### config.mk
export PLATFORM = sky130hd
export DESIGN_NAME = meu_serial_subtractor
export DESIGN_NICKNAME = d
export VERILOG_FILES = /design/src/rtl/meu_serial_subtractor.sv
export SDC_FILE = /design/constraint.sdc
export NUM_CORES = 1
export LEC_CHECK = 0
export ABC_AREA = 1
export BUFFER_PORTS_ARGS = -buffer_cell sky130_fd_sc_hd__buf_2
export CAP_MARGIN = 20
export CORE_ASPECT_RATIO = 0.75
export CORE_MARGIN = 2
export CORE_UTILIZATION = 40
export DETAILED_ROUTE_END_ITERATION = 6
export HOLD_SLACK_MARGIN = 0.03
export PLACE_DENSITY_LB_ADDON = 0.15
export SLEW_MARGIN = 40
export SYNTH_ARGS = -nofsm -noshare
export SYNTH_HDL_FRONTEND = slang
export SYNTH_SLANG_ARGS = --single-unit
### constraint.sdc
create_clock -name clk_i -period 1.9 [get_ports clk_i]
set_clock_uncertainty 0.15 [all_clocks]
set_input_delay 0.19 -clock clk_i [delete_from_list [all_inputs] [get_ports clk_i]]
set_output_delay 0.19 -clock clk_i [all_outputs]
set_load 0.005 [all_outputs]
### src/rtl/meu_serial_subtractor.sv
// Bit-serial unsigned subtractor: one full-subtractor cell and a borrow register,
// LSB first, returning a WIDTH-bit difference and borrow-out behind start/done.
module meu_serial_subtractor #(
    parameter int WIDTH = 4
) (
    input  logic             clk_i,
    input  logic             rst_i,
    input  logic             start_i,
    input  logic [WIDTH-1:0] a_i,
    input  logic [WIDTH-1:0] b_i,
    input  logic             borrow_i,
    output logic             busy_o,
    output logic             done_o,
    output logic [WIDTH-1:0] diff_o,
    output logic             borrow_o
);

    localparam int CW = (WIDTH > 1) ? $clog2(WIDTH) : 1;

    typedef enum logic [1:0] {
        IDLE,
        SHIFT,
        DONE
    } state_t;

    state_t           state;
    state_t           state_next;
    logic [WIDTH-1:0] a_q;
    logic [WIDTH-1:0] b_q;
    logic [WIDTH-1:0] shift_q;
    logic [WIDTH-1:0] shift_next;
    logic [CW-1:0]    cnt;
    logic             br_q;
    logic             bit_a;
    logic             bit_b;
    logic             d;
    logic             br_next;
    logic             last;

    always_comb begin
        bit_a      = a_q[cnt];
        bit_b      = b_q[cnt];
        d          = bit_a ^ bit_b ^ br_q;
        br_next    = (~bit_a & bit_b) | (~(bit_a ^ bit_b) & br_q);
        // New bit enters at the MSB so bit 0 reaches the LSB after WIDTH shifts.
        shift_next            = shift_q >> 1;
        shift_next[WIDTH-1]   = d;
        last       = (cnt == CW'(WIDTH - 1));
        state_next = state;
        case (state)
            IDLE:    if (start_i) state_next = SHIFT;
            SHIFT:   if (last) state_next = DONE;
            DONE:    state_next = IDLE;
            default: state_next = IDLE;
        endcase
    end

    always_ff @(posedge clk_i) begin
        if (rst_i) begin
            state    <= IDLE;
            a_q      <= '0;
            b_q      <= '0;
            br_q     <= 1'b0;
            cnt      <= '0;
            shift_q  <= '0;
            diff_o   <= '0;
            borrow_o <= 1'b0;
        end else begin
            state <= state_next;
            case (state)
                IDLE: begin
                    if (start_i) begin
                        a_q     <= a_i;
                        b_q     <= b_i;
                        br_q    <= borrow_i;
                        cnt     <= '0;
                        shift_q <= '0;
                    end
                end
                SHIFT: begin
                    shift_q <= shift_next;
                    br_q    <= br_next;
                    cnt     <= cnt + 1'b1;
                    if (last) begin
                        diff_o   <= shift_next;
                        borrow_o <= br_next;
                    end
                end
                default: ;
            endcase
        end
    end

    assign busy_o = (state != IDLE);
    assign done_o = (state == DONE);

endmodule
==> impl_metrics.csv, run 1 <==
group,metric,value,unit
layout,post_route_cells_drive_above_1_share,20.9,%
worst_setup_path,critical_path_start_type,"register",
drt,vias_per_cell,4.76,
floorplan,num_rows,14,
drt,detail_route.wirelength,1850,microns
pwr,worst_ir_drop_vdd,0.442,mV
worst_setup_path,worst-endpoint-required,1.97,ns
timing,post-route-min-period,1.75,ns
worst_setup_path,timing.setup.critical_path_class,"reg -> reg",
worst_setup_path,path_max_fanout,7,
logic_synthesis,yosys.area.top_type_share,48.2,%
worst_setup_path,worst_r2r_path_depth,7,
clock_tree,setup_buffers_after_cts,0,
placement,dp_hpwl,1350,microns
pwr,p_leak,0.000525,uW
worst_setup_path,worst_setup_path_startpoint,"cnt[0]",
timing,rsz_0062_raised_after_global_routing,"no",
clock_tree,cts_root_buf,"clkbuf_4",
global_route,first_pass_grt_wire_length,3200,microns
floorplan,start_util,42.9,%
layout,area.growth.synth_to_final,26.7,%
layout,n_antenna_cell,0,
logic_synthesis,synth.ff_latch_count,21,
drt,drt_pass1_iterations,4,
global_route,grt-ovfl-total,0,
floorplan,boundaryPins,19,
logic_synthesis,yosys.cell_count.top_type,"nand2_1",
outcome,run_status,"finished clean",
worst_setup_path,cp-end-kind,"register",
worst_setup_path,endpoint,"shift_q[3]",
worst_setup_path,reg2reg_setup_slack,0.15,ns
logic_synthesis,syn_area_per_cell,7.39,sq um
global_route,vias_in_the_first_global_route,728,
logic_synthesis,syn_nets,132,
logic_synthesis,synth_top_cells_by_count,"nand2_1, nor2_1, dfxtp_1, a21oi_1, inv_1",
worst_setup_path,worst_ep_arrival_time,1.82,ns
clock_tree,cts_tree,"yes",
timing,finalMaxSlewViolations,0,
drt,met3_length,127,microns
floorplan,dieArea,2570,sq um
run,timing.max_cap.violations,0,
worst_setup_path,regToRegStartpoint,"cnt[0]",
placement,dp.cells,159,
layout,final_net_count,163,
logic_synthesis,synthesis.area,872,sq um
global_route,largest_net_degree_at_the_start_of_global_routing,16,
placement,port_buffers,18,
logic_synthesis,synth.top_cells.by_area,"dfxtp_1, nand2_1, nor2_1",
logic_synthesis,number_of_flops_mapped_to_enable_cells_by_yosys,0,
logic_synthesis,async_set_or_reset_flop_fraction_in_the_synthesized_netlist,0,%
timing,setup_total_negative_slack,0,ns
drt,detail_route.wirelength.met1,924,microns
timing,fmax,571,MHz
drt,drt-wirelength-per-cell,10.7,microns
layout,post_layout_nonfiller_instances,172,
global_route,grt_use_total,16.8,%
logic_synthesis,seq_area_frac_synth,48.2,%
clock_tree,clockBufferDepth,2,
timing,finalSetupViolations,0,
global_route,grt_antenna_before_repair,0,
timing,period_share,92.3,%
timing,final_hold_violation_count,0,
timing,worst_pin_slew,0.408,ns
logic_synthesis,yosys_warnings,0,
logic_synthesis,synth_top_flop_cell,"dfxtp_1",
floorplan,core_area,2030,sq um
placement,place.gp.congestion,0.788,
timing,slew-limit-headroom,72.7,%
clock_tree,cts.htree.levels,1,
clock_tree,clock_slew_at_the_register_clock_pins_of_the_worst_setup_and_hold_paths,0.12,ns
clock_tree,clock_sinks,21,
pwr,power_density,745,nW/um^2
clock_tree,clkLatencyLatePin,0.31,ns
floorplan,die_h,44.4,microns
clock_tree,total_cts_buffers,3,
drt,drc,0,
drt,antenna_left,0,
worst_setup_path,timing.rr.end,"shift_q[3]",
drt,detailroute.via_count,819,
drt,initialDrtViolationCount,15,
min_path,hold_path_class,"in -> reg",
drt,dr.max_layer_used,"met4",
floorplan,dieWidth,57.9,microns
logic_synthesis,synthCells,118,
logic_synthesis,largest_area_contributor_in_the_synthesized_netlist,"dfxtp_1",
logic_synthesis,synth.lib_cells_used.distinct,18,
drt,detailroute.wirelength.met2,766,microns
==> where the power goes <==
| group | switching, uW | total (uW) | internal, uW |
|---|---|---|---|
| clock | 140 | 218 | 78.8 |
| combinational | 67.3 | 123 | 55.4 |
| sequential | 18.4 | 482 | 464 |
| total | 225 | 823 | 598 |
==> metal layers <==
metal | GRT usage, % | vias to the layer above
met5 | 0 | -
met4 | 6.98 | 0
met3 | 6.14 | 5
met2 | 25.9 | 21
met1 | 21.6 | 358
li1 | - | 435
==> through the flow <==
| step | setup slack, ns | hold WS [ns] | power (uW) | cell area, sq um | utilization, % |
|---|---|---|---|---|---|
| floorplan | 0.321 | 0.109 | 566 | 872 | - |
| global placement | 0.253 | 0.273 | 598 | 987 | 48.6 |
| detailed placement | 0.174 | 0.280 | 600 | 987 | 48.6 |
| CTS | 0.147 | 0.0701 | 829 | 1100 | 54.4 |
| global route | 0.00898 | 0.0967 | 871 | 1100 | 54.4 |
| finish | 0.147 | 0.0620 | 823 | 1100 | 54.4 |
==> cell type report <==
type                    count  area [sq um]
repair buffers             27           180
well taps                  24          30.0
fillers                   197           927
clock inverters             1          5.00
multi-input cells          84           400
flip-flops and latches     21           420
inverters                  12          46.3
clock buffers               3          22.5
==> worst max-delay path, stage by stage (launching register included) <==
cell and delay [ns]:
dfxtp_1 0.47, inv_1 0.13, nand2_1 0.09, nand2_1 0.05, a21oi_1 0.16, fa_1 0.44, nand2_1 0.09, a21oi_1 0.06
==> how the worst min path moves through the flow <==
| stage | start | endpoint | slack (ns) | cells past startpoint |
|---|---|---|---|---|
| after floorplan | rst_i | cnt[1] | 0.11 | 1 |
| after global placement | a_i[1] | a_q[1] | 0.27 | 3 |
| after detailed placement | a_i[1] | a_q[1] | 0.28 | 3 |
| after CTS | borrow_i | br_q | 0.07 | 5 |
| after global routing | borrow_i | br_q | 0.1 | 5 |
| final | borrow_i | br_q | 0.06 | 5 |
==> layout by cell type (no fill, tap or decap) <==
master / Yosys / final
a21oi_1: 10 / 10
buf_2: 1 / 18
clkbuf_4: 0 / 3
clkinv_2: 1 / 2
dfxtp_1: 21 / 21
dlygate4sd3_1: 0 / 9
fa_1: 1 / 1
ha_1: 1 / 1
inv_1: 9 / 9
inv_2: 2 / 2
nand2_1: 27 / 27
nand2_2: 1 / 1
nand2_4: 1 / 1
nand3_1: 5 / 5
nor2_1: 23 / 23
nor2_2: 2 / 2
nor2_4: 1 / 1
o21ai_0: 8 / 8
o21ai_1: 3 / 3
o21ai_2: 1 / 1
==> what timing repair did <==
item,4_1_cts,5_1_grt
hold endpoints to repair,14,0
hold buffers,9,0
resized for setup,0,0
==> flip-flops by register name (all words and copies together) (netlist names) <==
signal / flops
a_q: 4
b_q: 4
borrow_o: 1
br_q: 1
cnt: 2
diff_o: 4
shift_q: 3
state: 2
==> kinds of logic after synthesis <==
kind of cell | count (synthesis) | share of synthesized area (%)
AND/OR/NAND/NOR | 60 | 29.1
flip-flops | 21 | 48.2
buffers and inverters | 13 | 5.88
AO/OA/AOI/OAI | 22 | 13.1
adder cells (fa/ha/maj) | 2 | 3.73
(Power assumes the default switching activity.)
==> run 2, diff against run 1 <==
--- a/config.mk
+++ b/config.mk
@@ -12,6 +12,7 @@
 export CORE_MARGIN = 2
 export CORE_UTILIZATION = 40
 export DETAILED_ROUTE_END_ITERATION = 6
+export GPL_TIMING_DRIVEN = 0
 export HOLD_SLACK_MARGIN = 0.03
 export PLACE_DENSITY_LB_ADDON = 0.15
 export SLEW_MARGIN = 40
==> run 2 against run 1 <==
  * Via count shrank 0.61%
  * Sequential power is essentially flat
  * Combinational power is essentially flat
  * Highest routed layer unchanged
==> impl_metrics.csv, run 2 (same netlist as run 1, synthesis figures left out) <==
group,metric,value,unit
outcome,run_status,"finished clean",
clock_tree,cts.htree.levels,1,
global_route,grt_use_total,15.9,%
global_route,met1_usage,21.4,%
layout,area.growth.synth_to_final,27.3,%
floorplan,die_h,44.4,microns
run,timing.max_cap.violations,0,
pwr,worst_ir_drop_vdd,0.495,mV
global_route,grt-ovfl-total,0,
layout,postLayoutCellArea,1110,sq um
worst_setup_path,critical_path_start_type,"register",
min_path,hold_path_class,"in -> reg",
min_path,hold_path_depth,3,
layout,layout_common_cells,"nand2_1, nor2_1, dfxtp_1",
clock_tree,total_cts_buffers,3,
layout,final_net_count,164,
worst_setup_path,worst-endpoint-required,1.99,ns
clock_tree,clock_sinks,21,
clock_tree,setup_buffers_after_cts,0,
layout,n_antenna_cell,0,
drt,initialDrtViolationCount,25,
global_route,grt_antenna_before_repair,0,
placement,port_buffers,18,
floorplan,core_area,2030,sq um
timing,finalSetupViolations,0,
layout,post_route_cells_drive_above_1_share,21.5,%
clock_tree,cts_tree,"yes",
timing,period_share,88.2,%
pwr,power_density,737,nW/um^2
clock_tree,cts_root_buf,"clkbuf_4",
layout,post_layout_nonfiller_instances,173,
global_route,first_pass_grt_wire_length,3040,microns
timing,post-route-min-period,1.68,ns
placement,detailed_place.area,992,sq um
global_route,largest_net_degree_at_the_start_of_global_routing,12,
global_route,groute.layer.met3.usage,6.14,%
worst_setup_path,path_max_fanout,7,
floorplan,boundaryPins,19,
worst_setup_path,worst_ep_arrival_time,1.76,ns
timing,slew-limit-headroom,81.4,%
timing,final_hold_violation_count,0,
placement,dp_hpwl,1300,microns
timing,fmax,597,MHz
timing,rsz_0062_raised_after_global_routing,"no",
floorplan,dieArea,2570,sq um
placement,place.gp.congestion,0.774,
pwr,power.total,817,uW
global_route,globalRoute.busiestLayer,"met2",
drt,detail_route.wirelength,1790,microns
floorplan,num_rows,14,
global_route,grtUsageMet2,24.8,%
drt,drt_pass1_iterations,6,
worst_setup_path,worst_r2r_path_depth,7,
timing,setup_total_negative_slack,0,ns
layout,biggestRegsByFlops,"a_q x4, b_q x4, diff_o x4",
global_route,vias_in_the_first_global_route,719,
worst_setup_path,timing.setup.critical_path_class,"reg -> reg",
pwr,p_leak,0.000527,uW
placement,dp.cells,160,
timing,worst_pin_slew,0.280,ns
floorplan,dieWidth,57.9,microns
floorplan,start_util,42.9,%
drt,antenna_left,0,
clock_tree,clockBufferDepth,2,
drt,drt-wirelength-per-cell,10.4,microns
worst_setup_path,cp-end-kind,"register",
clock_tree,clkLatencyLatePin,0.30,ns
timing,finalMaxSlewViolations,0,
clock_tree,clock_slew_at_the_register_clock_pins_of_the_worst_setup_and_hold_paths,0.11,ns
layout,final_common_cell,"nand2_1",
drt,detailroute.via_count,814,
drt,vias_per_cell,4.71,
drt,drc,0,
==> run 2: path summary, 6_finish.rpt <==
path / slack [ns] / to / startpoint
setup / recovery: 0.22 / shift_q[3] / cnt[0]
hold / removal: 0.11 / state[0] / start_i
setup reg to reg: 0.22 / shift_q[3] / cnt[0]
hold reg to reg: 0.33 / diff_o[2] / diff_o[2]
==> run 2: worst max-delay path: stages (launching register included) <==
cell	delay [ns]
dfxtp_2	0.37
inv_1	0.13
nand2_1	0.06
a21oi_1	0.12
a21oi_1	0.06
fa_1	0.52
nand2_1	0.06
a21oi_1	0.14
==> run 2: metal layers <==
layer / part of all wire, % / up-vias
met3: 4.5 / 2
met2: 44 / 14
met4: 0.73 / 0
met1: 50 / 364
met5: 0 / -
li1: - / 434
==> run 2: metrics by stage <==
stage / util [%] / setup slack (ns) / hold WS (ns)
after CTS: 54.6 / 0.130 / 0.0969
after detailed placement: 48.8 / 0.165 / 0.282
after global routing: 54.6 / 0.0768 / 0.106
after floorplan: - / 0.321 / 0.109
after global placement: 48.8 / 0.183 / 0.273
final: 54.6 / 0.224 / 0.109
==> run 2: final cells by class <==
type                            instances  area, sq um
Multi-Input combinational cell         84          400
Inverter                               12         46.3
Timing Repair Buffer                   27          180
Clock buffer                            4         26.3
Fill cell                             205          922
Buffer                                  1         5.00
Tap cell                               24         30.0
Sequential cell                        21          422
==> run 2: repair_timing <==
action,in CTS,in global routing
hold buffers,9,0
gates resized for setup,0,1
hold endpoints to repair,14,0
setup endpoints to repair,0,1
==> run 2: power by group <==
group          switching [uW]  internal, uW  total [uW]
logic                    67.8          56.9         125
clock network             129          81.7         210
registers                18.3           464         482
total                     215           603         817
